$ cat src/rtl/dmem_port_arbiter_if.sv
// Bus bundle between the MEM stage, the boot/debug loader and the data RAM.
// The arbiter is the slave side; whoever drives the requesters and models the RAM uses master.
interface dmem_port_arbiter_if #(
  parameter int unsigned ADDR_WIDTH = 9
);
  // core request / response
  logic                  core_req_valid;
  logic                  core_req_ready;
  logic                  core_req_we;
  logic [ADDR_WIDTH+1:0] core_req_addr;
  logic [1:0]            core_req_size;
  logic                  core_req_unsigned;
  logic [31:0]           core_req_wdata;
  logic                  core_rsp_valid;
  logic                  core_rsp_err;
  logic [31:0]           core_rsp_rdata;

  // loader request / response
  logic                  ldr_req_valid;
  logic                  ldr_req_ready;
  logic                  ldr_req_we;
  logic [ADDR_WIDTH-1:0] ldr_req_addr;
  logic [3:0]            ldr_req_wstrb;
  logic [31:0]           ldr_req_wdata;
  logic                  ldr_rsp_valid;
  logic [31:0]           ldr_rsp_rdata;

  // data RAM port
  logic [ADDR_WIDTH-1:0] mem_addr;
  logic [31:0]           mem_data_in;
  logic                  mem_we;
  logic                  mem_re;
  logic [3:0]            mem_byte_sel;
  logic [31:0]           mem_data_out;

  modport slave (
    input  core_req_valid, core_req_we, core_req_addr, core_req_size,
           core_req_unsigned, core_req_wdata,
    output core_req_ready, core_rsp_valid, core_rsp_err, core_rsp_rdata,
    input  ldr_req_valid, ldr_req_we, ldr_req_addr, ldr_req_wstrb, ldr_req_wdata,
    output ldr_req_ready, ldr_rsp_valid, ldr_rsp_rdata,
    output mem_addr, mem_data_in, mem_we, mem_re, mem_byte_sel,
    input  mem_data_out
  );

  modport master (
    output core_req_valid, core_req_we, core_req_addr, core_req_size,
           core_req_unsigned, core_req_wdata,
    input  core_req_ready, core_rsp_valid, core_rsp_err, core_rsp_rdata,
    output ldr_req_valid, ldr_req_we, ldr_req_addr, ldr_req_wstrb, ldr_req_wdata,
    input  ldr_req_ready, ldr_rsp_valid, ldr_rsp_rdata,
    input  mem_addr, mem_data_in, mem_we, mem_re, mem_byte_sel,
    output mem_data_out
  );
endinterface

$ cat src/rtl/dmem_port_arbiter.sv
// Round-robin arbiter between the core MEM stage and the loader for a 4-lane data RAM,
// with core store alignment, misalignment detection and load extraction/extension.
module dmem_port_arbiter #(
  parameter int unsigned ADDR_WIDTH = 9
) (
  input  logic                 clk,
  input  logic                 rst_n,
  dmem_port_arbiter_if.slave   bus
);

  localparam int unsigned DATA_WIDTH = 32;
  localparam int unsigned LANES      = 4;

  localparam logic [1:0] SZ_BYTE = 2'b00;
  localparam logic [1:0] SZ_HALF = 2'b01;
  localparam logic [1:0] SZ_WORD = 2'b10;

  typedef enum logic {
    OWN_CORE = 1'b0,
    OWN_LDR  = 1'b1
  } owner_e;

  typedef struct packed {
    logic       valid;
    owner_e     owner;
    logic       is_load;
    logic [1:0] size;
    logic [1:0] off;
    logic       uns;
    logic       err;
  } pend_t;

  owner_e last_grant_q, last_grant_d;
  pend_t  pend_q, pend_d;

  logic grant_core;
  logic grant_ldr;

  logic [1:0]            core_off;
  logic                  core_err;
  logic [LANES-1:0]      core_sel;
  logic [DATA_WIDTH-1:0] core_wdata_al;

  logic [ADDR_WIDTH-1:0] mem_addr_c;
  logic [DATA_WIDTH-1:0] mem_data_in_c;
  logic                  mem_we_c;
  logic                  mem_re_c;
  logic [LANES-1:0]      mem_byte_sel_c;

  logic [7:0]            ld_byte;
  logic [15:0]           ld_half;
  logic [DATA_WIDTH-1:0] ld_ext;

  logic                  core_rsp_valid_c;
  logic                  ldr_rsp_valid_c;

  // State register: grant history and the one-deep response pipeline
  always_ff @(posedge clk or negedge rst_n) begin
    if (!rst_n) begin
      last_grant_q <= OWN_LDR;
      pend_q       <= '0;
    end else begin
      last_grant_q <= last_grant_d;
      pend_q       <= pend_d;
    end
  end

  // Grant: a lone requester wins; on conflict the one not granted last time wins
  always_comb begin
    grant_core = 1'b0;
    grant_ldr  = 1'b0;
    if (rst_n) begin
      if (bus.core_req_valid && bus.ldr_req_valid) begin
        if (last_grant_q == OWN_LDR) grant_core = 1'b1;
        else                         grant_ldr  = 1'b1;
      end else if (bus.core_req_valid) begin
        grant_core = 1'b1;
      end else if (bus.ldr_req_valid) begin
        grant_ldr = 1'b1;
      end
    end
  end

  // Core lane select, store data replication and alignment check
  always_comb begin
    core_off      = bus.core_req_addr[1:0];
    core_err      = 1'b0;
    core_sel      = '0;
    core_wdata_al = bus.core_req_wdata;
    case (bus.core_req_size)
      SZ_BYTE: begin
        core_sel      = LANES'(4'b0001 << core_off);
        core_wdata_al = {4{bus.core_req_wdata[7:0]}};
      end
      SZ_HALF: begin
        core_err      = core_off[0];
        core_sel      = core_off[1] ? 4'b1100 : 4'b0011;
        core_wdata_al = {2{bus.core_req_wdata[15:0]}};
      end
      SZ_WORD: begin
        core_err = (core_off != 2'b00);
        core_sel = 4'b1111;
      end
      default: begin
        core_err = 1'b1;
      end
    endcase
  end

  // Next state: grant history, pending capture and the RAM command of the winner
  always_comb begin
    last_grant_d   = last_grant_q;
    pend_d         = '0;
    mem_addr_c     = '0;
    mem_data_in_c  = '0;
    mem_we_c       = 1'b0;
    mem_re_c       = 1'b0;
    mem_byte_sel_c = '0;

    if (grant_core) begin
      last_grant_d   = OWN_CORE;
      pend_d.valid   = 1'b1;
      pend_d.owner   = OWN_CORE;
      pend_d.is_load = !bus.core_req_we;
      pend_d.size    = bus.core_req_size;
      pend_d.off     = core_off;
      pend_d.uns     = bus.core_req_unsigned;
      pend_d.err     = core_err;
      mem_addr_c     = bus.core_req_addr[ADDR_WIDTH+1:2];
      mem_data_in_c  = core_wdata_al;
      if (!core_err) begin
        if (bus.core_req_we) begin
          mem_we_c       = 1'b1;
          mem_byte_sel_c = core_sel;
        end else begin
          mem_re_c       = 1'b1;
          mem_byte_sel_c = 4'b1111;
        end
      end
    end else if (grant_ldr) begin
      last_grant_d   = OWN_LDR;
      pend_d.valid   = 1'b1;
      pend_d.owner   = OWN_LDR;
      pend_d.is_load = !bus.ldr_req_we;
      mem_addr_c     = bus.ldr_req_addr;
      mem_data_in_c  = bus.ldr_req_wdata;
      if (bus.ldr_req_we) begin
        mem_we_c       = 1'b1;
        mem_byte_sel_c = bus.ldr_req_wstrb;
      end else begin
        mem_re_c       = 1'b1;
        mem_byte_sel_c = 4'b1111;
      end
    end
  end

  // Load extraction from the RAM word returned for the pending access
  always_comb begin
    case (pend_q.off)
      2'b00:   ld_byte = bus.mem_data_out[7:0];
      2'b01:   ld_byte = bus.mem_data_out[15:8];
      2'b10:   ld_byte = bus.mem_data_out[23:16];
      default: ld_byte = bus.mem_data_out[31:24];
    endcase
    ld_half = pend_q.off[1] ? bus.mem_data_out[31:16] : bus.mem_data_out[15:0];
    case (pend_q.size)
      SZ_BYTE: ld_ext = pend_q.uns ? {24'h0, ld_byte} : {{24{ld_byte[7]}}, ld_byte};
      SZ_HALF: ld_ext = pend_q.uns ? {16'h0, ld_half} : {{16{ld_half[15]}}, ld_half};
      SZ_WORD: ld_ext = bus.mem_data_out;
      default: ld_ext = '0;
    endcase
  end

  assign core_rsp_valid_c = pend_q.valid && (pend_q.owner == OWN_CORE);
  assign ldr_rsp_valid_c  = pend_q.valid && (pend_q.owner == OWN_LDR);

  assign bus.core_req_ready = grant_core;
  assign bus.ldr_req_ready  = grant_ldr;

  assign bus.mem_addr     = mem_addr_c;
  assign bus.mem_data_in  = mem_data_in_c;
  assign bus.mem_we       = mem_we_c;
  assign bus.mem_re       = mem_re_c;
  assign bus.mem_byte_sel = mem_byte_sel_c;

  assign bus.core_rsp_valid = core_rsp_valid_c;
  assign bus.core_rsp_err   = core_rsp_valid_c && pend_q.err;
  assign bus.core_rsp_rdata = (core_rsp_valid_c && pend_q.is_load && !pend_q.err) ? ld_ext : '0;

  assign bus.ldr_rsp_valid  = ldr_rsp_valid_c;
  assign bus.ldr_rsp_rdata  = (ldr_rsp_valid_c && pend_q.is_load) ? bus.mem_data_out : '0;

endmodule

$ cat src/flat_wrapper.sv
// flat-port wrapper written by rule: the top's interface ports become plain ports
module dmem_port_arbiter_flat 
#(
  parameter int unsigned ADDR_WIDTH = 9
)
  (clk, rst_n, bus_core_req_valid, bus_core_req_we, bus_core_req_addr, bus_core_req_size, bus_core_req_unsigned, bus_core_req_wdata, bus_core_req_ready, bus_core_rsp_valid, bus_core_rsp_err, bus_core_rsp_rdata, bus_ldr_req_valid, bus_ldr_req_we, bus_ldr_req_addr, bus_ldr_req_wstrb, bus_ldr_req_wdata, bus_ldr_req_ready, bus_ldr_rsp_valid, bus_ldr_rsp_rdata, bus_mem_addr, bus_mem_data_in, bus_mem_we, bus_mem_re, bus_mem_byte_sel, bus_mem_data_out);
  dmem_port_arbiter_if #(.ADDR_WIDTH(ADDR_WIDTH)) bus_i ();
  input  logic clk;
  input  logic rst_n;
  input wire logic [$bits(bus_i.core_req_valid)-1:0] bus_core_req_valid;
  input wire logic [$bits(bus_i.core_req_we)-1:0] bus_core_req_we;
  input wire logic [$bits(bus_i.core_req_addr)-1:0] bus_core_req_addr;
  input wire logic [$bits(bus_i.core_req_size)-1:0] bus_core_req_size;
  input wire logic [$bits(bus_i.core_req_unsigned)-1:0] bus_core_req_unsigned;
  input wire logic [$bits(bus_i.core_req_wdata)-1:0] bus_core_req_wdata;
  output wire logic [$bits(bus_i.core_req_ready)-1:0] bus_core_req_ready;
  output wire logic [$bits(bus_i.core_rsp_valid)-1:0] bus_core_rsp_valid;
  output wire logic [$bits(bus_i.core_rsp_err)-1:0] bus_core_rsp_err;
  output wire logic [$bits(bus_i.core_rsp_rdata)-1:0] bus_core_rsp_rdata;
  input wire logic [$bits(bus_i.ldr_req_valid)-1:0] bus_ldr_req_valid;
  input wire logic [$bits(bus_i.ldr_req_we)-1:0] bus_ldr_req_we;
  input wire logic [$bits(bus_i.ldr_req_addr)-1:0] bus_ldr_req_addr;
  input wire logic [$bits(bus_i.ldr_req_wstrb)-1:0] bus_ldr_req_wstrb;
  input wire logic [$bits(bus_i.ldr_req_wdata)-1:0] bus_ldr_req_wdata;
  output wire logic [$bits(bus_i.ldr_req_ready)-1:0] bus_ldr_req_ready;
  output wire logic [$bits(bus_i.ldr_rsp_valid)-1:0] bus_ldr_rsp_valid;
  output wire logic [$bits(bus_i.ldr_rsp_rdata)-1:0] bus_ldr_rsp_rdata;
  output wire logic [$bits(bus_i.mem_addr)-1:0] bus_mem_addr;
  output wire logic [$bits(bus_i.mem_data_in)-1:0] bus_mem_data_in;
  output wire logic [$bits(bus_i.mem_we)-1:0] bus_mem_we;
  output wire logic [$bits(bus_i.mem_re)-1:0] bus_mem_re;
  output wire logic [$bits(bus_i.mem_byte_sel)-1:0] bus_mem_byte_sel;
  input wire logic [$bits(bus_i.mem_data_out)-1:0] bus_mem_data_out;
  assign bus_i.core_req_valid = bus_core_req_valid;
  assign bus_i.core_req_we = bus_core_req_we;
  assign bus_i.core_req_addr = bus_core_req_addr;
  assign bus_i.core_req_size = bus_core_req_size;
  assign bus_i.core_req_unsigned = bus_core_req_unsigned;
  assign bus_i.core_req_wdata = bus_core_req_wdata;
  assign bus_core_req_ready = bus_i.core_req_ready;
  assign bus_core_rsp_valid = bus_i.core_rsp_valid;
  assign bus_core_rsp_err = bus_i.core_rsp_err;
  assign bus_core_rsp_rdata = bus_i.core_rsp_rdata;
  assign bus_i.ldr_req_valid = bus_ldr_req_valid;
  assign bus_i.ldr_req_we = bus_ldr_req_we;
  assign bus_i.ldr_req_addr = bus_ldr_req_addr;
  assign bus_i.ldr_req_wstrb = bus_ldr_req_wstrb;
  assign bus_i.ldr_req_wdata = bus_ldr_req_wdata;
  assign bus_ldr_req_ready = bus_i.ldr_req_ready;
  assign bus_ldr_rsp_valid = bus_i.ldr_rsp_valid;
  assign bus_ldr_rsp_rdata = bus_i.ldr_rsp_rdata;
  assign bus_mem_addr = bus_i.mem_addr;
  assign bus_mem_data_in = bus_i.mem_data_in;
  assign bus_mem_we = bus_i.mem_we;
  assign bus_mem_re = bus_i.mem_re;
  assign bus_mem_byte_sel = bus_i.mem_byte_sel;
  assign bus_i.mem_data_out = bus_mem_data_out;
  dmem_port_arbiter #(.ADDR_WIDTH(ADDR_WIDTH)) u_core (.clk(clk), .rst_n(rst_n), .bus(bus_i));
endmodule
$ cat config.mk
export PLATFORM = sky130hd
export DESIGN_NAME = dmem_port_arbiter_flat
export DESIGN_NICKNAME = d
export VERILOG_FILES = /design/src/rtl/dmem_port_arbiter_if.sv /design/src/rtl/dmem_port_arbiter.sv /design/src/flat_wrapper.sv
export SDC_FILE = /design/constraint.sdc
export NUM_CORES = 1
export LEC_CHECK = 0
export CAP_MARGIN = 20
export CORE_AREA = 2 2 86 108
export DETAILED_ROUTE_END_ITERATION = 16
export DIE_AREA = 0 0 88 110
export PLACE_DENSITY_LB_ADDON = 0.2
export RECOVER_POWER = 50
export SYNTH_ARGS = -nofsm -noshare
export SYNTH_HDL_FRONTEND = slang
export SYNTH_SLANG_ARGS = --single-unit
$ cat constraint.sdc
create_clock -name clk -period 1.5 [get_ports clk]
set_input_delay 0.225 -clock clk [delete_from_list [all_inputs] [get_ports clk]]
set_output_delay 0.225 -clock clk [all_outputs]
set_load 0.03 [all_outputs]
==> run metrics, run 1 <==
FMAX 463 MHz; Slew HR 52.5%; cts bufs inserted 3; R2R Path Start u_core.last_grant_q$_DFFE_PN1P_; Clock Sinks 10; Mapped Cells 323; grt ovf 0; Final Non-Filler Cells 761; DRC 0; routed len/inst 21.6 µm; Slew @ Worst Pin 0.713 ns; final core area utilization 85.4%; Clock Path Buffers 2; Setup TNS -41.81 ns; Seq/Total Area, Yosys 11.4%; chip height 110 µm; via density per instance 5.29; GPL Wtd Cong 0.926; Layout Cell Area excl Fill 7350 µm²; Yosys warning count 0; hold crit path type primary input to asynchronous set/reset pin; grt met3 use 8.19%; Die X 88 µm; area grow syn2layout 234%; placed insts 729; CTS Hold Bufs 0; pre-CTS WS -0.736 ns; synth unique cells 38; vias in the first global route 4,384; Final Max Tran Viols 0; hold_ws 0.413 ns; initial antenna violation count 0; Net Count, Synth 452; port bufs 244; critical setup path kind flop to output port; Crit. End Element output port; H-tree depth 1; I/O pin cnt 245; Period Utilization, post-route 144%; ANT nets after route 0; Final setup violation count 113; Layout Nets 771; failing checks setup timing; PnR worst setup slack -0.662 ns; latest clock arrival within the worst-skew pair 0.23 ns; largest net degree at the start of global routing 31; met2 Usage GRT 59.3%; WP data required 1.27 ns; Post-Syn Area 2200 µm²; Placeable Area 8610 µm²; post-DP HPWL 10.2 mm; drt initial violations 165; via count 4,026; #FFs+latches synth 10; pwr/cell area 397 nW/µm²; met1 Resource Use GR 29.8%; VDD IR max 0.000293 V; Rows 38; clk slew on worst S/H paths 0.04 ns; Most Crowded Layer GR met2; Inserted Diodes 0; die area 9680 µm²; Initial Utilization 25.6%; max cap viols 0; RSZ-0062 raised after global routing true; Syn Area/Cell 6.81 µm²; layout cell share with drive strength beyond 1 61.6%; Clock Tree Root clkbuf_8; final wirelength 16.4 mm; CP Launch Type flop; Worst Skew 0.00320 ns; Worst Path Arrival 1.94 ns; First-pass DRT Iterations 4; crit path max fanout 13; Lkg Pwr 3.10 nW; first-pass GRT wire length 23.2 mm; Tot GR Track Use 31.3%; Placed Area 5840 µm²; Final Critical Period 2.16 ns; final hold violations 0; Power Total 2.92 mW; Worst setup startpoint u_core.pend_q[4]$_DFF_PN0_; run status complete, but fails checks; TritonCTS clock tree done
[synth_stat cells (all sizes together)]
library cell | number | area (µm²)
nor2 | 17 | 66.3
a21oi | 42 | 248
clkbuf | 13 | 48.8
dfstp | 1 | 26.3
a22oi | 13 | 97.6
nand3b | 1 | 7.51
a22o | 17 | 149
inv | 6 | 22.5
or3b | 1 | 8.76
mux2 | 14 | 158
nand3 | 1 | 5.00
buf | 12 | 71.3
nor2b | 9 | 56.3
mux2i | 27 | 270
dfrtp | 9 | 225
o22ai | 8 | 56.3
o21ai | 27 | 135
and2 | 38 | 238
a21o | 2 | 15.0
and3 | 1 | 6.26
nor3b | 2 | 15.0
nand2b | 2 | 12.5
o221ai | 1 | 8.76
o21a | 2 | 15.0
nand2 | 50 | 188
o21bai | 1 | 11.3
nor3 | 1 | 5.00
clkinv | 1 | 3.75
or3 | 1 | 6.26
a31oi | 1 | 6.26
a32o | 1 | 10.0
a221oi | 1 | 8.76
[layer usage]
layer  vias up  wire length (µm)
met5         -                 0
met4         0               806
met3        58              1490
met2       266              8990
met1      1902              5130
li1       1800                 -
[worst max-delay path, cell delays in order, from the launching register on]
cell and delay (ns):
dfrtp_1 0.40, or3_4 0.41, o22ai_4 0.20, buf_6 0.14
o21bai_4 0.07, buf_12 0.18, a21oi_4 0.16, buf_6 0.15
[repair_timing]
item | CTS | global route
setup buffers | 17 | 9
pin swaps | 28 | 50
gates resized for setup | 241 | 61
endpoints found under the hold margin | 0 | 0
setup endpoints to repair | 113 | 114
gates cloned | 14 | 0
[report_power, final]
group / leakage [nW] / switching, mW / internal (mW)
clock network: 0.0228 / 0.0913 / 0.185
registers: 0.129 / 0.0138 / 0.289
logic: 2.95 / 1.12 / 1.21
total: 3.10 / 1.23 / 1.69
[sequential cells by signal, indices dropped and copies added (netlist names)]
signal and flops:
u_core.pend_q 9, u_core.last_grant_q 1
[cell type report]
type,count,area [µm²]
sequential,10,253
timing repair buffer,339,3860
multi-input combinational,281,3010
fill,403,1250
inverter,7,33.8
clock buffer,4,45.0
tap,120,150
[logic make-up (layout without fill, tap and decap cells)]
group                  Yosys count  count (layout)  share of synthesized area [%]
AO/OA/AOI/OAI                  116             116                           34.6
buffers and inverters           32             350                           6.65
flip-flops                      10              10                           11.4
multiplexers                    41              41                           19.4
AND/OR/NAND/NOR                124             124                           27.9
[path summary, 6_finish.rpt]
kind / end / slack, ns / depth (start not counted)
min in group clk: u_core.pend_q[8]$_DFF_PN0_ / 0.47 / 2
max in group asynchronous: u_core.pend_q[3]$_DFF_PN0_ / 0.71 / 3
setup / recovery: bus_core_rsp_rdata[20] / -0.66 / 7
hold / removal: u_core.pend_q[5]$_DFF_PN0_ / 0.41 / 3
hold reg to reg: u_core.last_grant_q$_DFFE_PN1P_ / 0.53 / 2
setup reg to reg: u_core.pend_q[1]$_DFF_PN0_ / 0.05 / 7
[cells in the final DEF (no fill, tap or decap), drive strengths merged, types with 2 or more instances in the layout]
cell type and count:
o22ai 8, mux2i 27, o21a 2, inv 6, nor2b 9, dlygate4sd2 3, a21o 2, a21oi 42
mux2 14, nor2 17, o21ai 27, clkdlybuf4s50 123, dfrtp 9, nand2b 2, and2 38, clkbuf 6
a22o 17, buf 208, a22oi 13, nor3b 2, nand2 50
No activity file was read; power rests on OpenSTA's default activity.
==> inputs of run 2 (changes only) <==
- SLEW_MARGIN: default -> 20
==> results of run 2 <==
The final DEF is identical to that of run 1; final timing and power are the same.
==> inputs of run 3 (changes only) <==
- CORE_AREA: 2 2 86 108 -> 4 4 93 95
- DIE_AREA: 0 0 88 110 -> 0 0 97 99
- DONT_BUFFER_PORTS: default -> 1
==> run 3 against run 2 <==
The flow still finishes with violations (setup timing). Largest cell class is now multi-input combinational cells. Non-clock buffer count shrank 217. Sequential share of layout area grew 1.6 points. Die area shrank 0.80%.
==> run metrics, run 3 (same netlist as run 1, synthesis figures left out) <==
hold crit path type primary input to flop; part of the power in combinational logic 72.1% (-8.0 points); via count 2,980 (-26%); area grow syn2layout 126%; die area 9600 µm² (-0.80%); hold_ws 0.0916 ns (-0.322 ns); WP data required 1.27 ns (about the same); Layout Nets 556 (-28%); chip height 99 µm (-10%); internal reg-to-reg setup slack 0.06 ns (about the same); Inserted Diodes 0 (unchanged); crit path max fanout 8 (-5); Clock Sinks 10 (unchanged); Die X 97 µm (+10%); Slew @ Worst Pin 0.451 ns (-0.262 ns); TritonCTS clock tree done; Sw Pwr 959 µW (-22%); max FFs per register 9 (unchanged); I/O pin cnt 245 (unchanged); Clock Power Share 13.4% (+3.9 points); commonest non-fill, non-tap cells in the layout buf_6, and2_4, buf_4, nand2_1, mux2i_1; Final setup violation count 113 (unchanged); run status complete, but fails checks; failing checks setup timing; max cap viols 0 (unchanged); Rows 32 (-16%); Final Max Tran Viols 0 (unchanged); Layout Cell Area excl Fill 4980 µm² (-32%); cts bufs inserted 3 (unchanged); pwr/cell area 422 nW/µm² (+6.4%); switching part of the total 45.7% (+3.5 points); VDD IR max 0.000287 V (-2.0%); via density per instance 5.64 (+6.7%); Placeable Area 7730 µm² (-10%); critical setup path kind flop to output port; H-tree depth 1 (unchanged); CP Launch Type flop; Crit. End Element output port; final core area utilization 64.4% (-21 points); largest net degree at the start of global routing 32 (+3.2%); Placed Area 3820 µm² (-35%); port bufs 0 (-100%); grt ovf 0 (unchanged); vias in the first global route 3,323 (-24%); pre-CTS WS -0.404 ns (+0.332 ns); ANT nets after route 0 (unchanged); most flop-heavy register u_core.pend_q; Clock Path Buffers 2 (unchanged); First-pass DRT Iterations 4 (unchanged); Hold Crit Depth 1; Clock Tree Root clkbuf_8; Top Registers u_core.pend_q: 9 flops, u_core.last_grant_q: 1 flops; Tot GR Track Use 24.0% (-7.3 points); first-pass GRT wire length 18.9 mm (-19%); DRC 0 (unchanged); placed insts 495 (-32%); layout cell share with drive strength beyond 1 70.2% (+8.6 points); GPL Wtd Cong 0.880 (-5.1%); Worst Skew 0.00280 ns (-0.000406 ns); Setup TNS -34.63 ns (+7.18 ns); post-DP HPWL 8.93 mm (-13%); drt initial violations 96 (-42%); Lkg Pwr 2.07 nW (-33%); Flop pwr share 14.6% (+4.2 points); PnR worst setup slack -0.606 ns (+0.0559 ns); final wirelength 12.3 mm (-25%); commonest non-fill, non-tap cell in the layout buf_6; FF-to-FF path depth 6 (-1); clk slew on worst S/H paths 0.05 ns (about the same); Power Total 2.10 mW (-28%); routed len/inst 23.2 µm (+7.8%); cell internal pwr 1.14 mW (-32%); Period Utilization, post-route 140% (-3.7 points); Initial Utilization 28.5% (+2.9 points); Slew HR 69.8% (+17 points); Worst Path Arrival 1.88 ns (-0.06 ns); latest clock arrival within the worst-skew pair 0.23 ns (about the same); final hold violations 0 (unchanged); RSZ-0062 raised after global routing true; Final Non-Filler Cells 528 (-31%); FMAX 475 MHz (+2.7%); Final Critical Period 2.11 ns (-0.0559 ns); initial antenna violation count 0 (unchanged)
==> run 3: routing by layer <==
metal	share of wire (%)	vias to the layer above	GRT usage (%)
met1	34	1403	24.8
met5	0	-	0
met3	8.5	29	5.94
met2	55	175	47.2
met4	2.9	0	7.56
li1	-	1373	-
==> run 3: worst paths after layout <==
kind / start / end
setup / recovery: u_core.pend_q[5]$_DFF_PN0_ / bus_core_rsp_rdata[14]
setup reg to reg: u_core.last_grant_q$_DFFE_PN1P_ / u_core.pend_q[6]$_DFF_PN0_
max in group asynchronous: rst_n / u_core.last_grant_q$_DFFE_PN1P_
min in group asynchronous: rst_n / u_core.pend_q[5]$_DFF_PN0_
hold reg to reg: u_core.last_grant_q$_DFFE_PN1P_ / u_core.last_grant_q$_DFFE_PN1P_
hold / removal: bus_core_req_we / u_core.pend_q[6]$_DFF_PN0_
==> run 3: repair_timing <==
| action | 4_1_cts | 5_1_grt |
|---|---|---|
| hold buffers | 1 | 0 |
| endpoints found under the setup margin | 113 | 115 |
| hold endpoints to repair | 10 | 0 |
| gates resized for setup | 180 | 34 |
| buffers inserted | 19 | 7 |
| cloned | 10 | 0 |
| pin swaps | 81 | 31 |
==> run 3: power groups by stage <==
stage / clock [mW] / combinational [mW] / sequential, mW
finish: 0.281 / 1.51 / 0.306
global route: 0.312 / 1.59 / 0.308
CTS: 0.287 / 1.47 / 0.304
detailed placement: 0 / 1.19 / 0.305
global placement: 0 / 1.18 / 0.304
floorplan: 0 / 0.937 / 0.303
==> run 3: critical path, cell delays in order, from the launching register on <==
cell and delay, ns:
dfrtp_1 0.41, or3_4 0.41, o22ai_4 0.21, nand2b_1 0.14
buf_12 0.18, a21oi_4 0.16, buf_12 0.14
==> run 3: area by class of cell <==
type                       count  area [µm²]
clock buffer                   4        45.0
fill                         596        2750
inverter                       7        53.8
multi-input combinational    282        2970
sequential                    10         253
tap                          102         128
timing repair buffer         122        1520
timing repair inverter         1        16.3
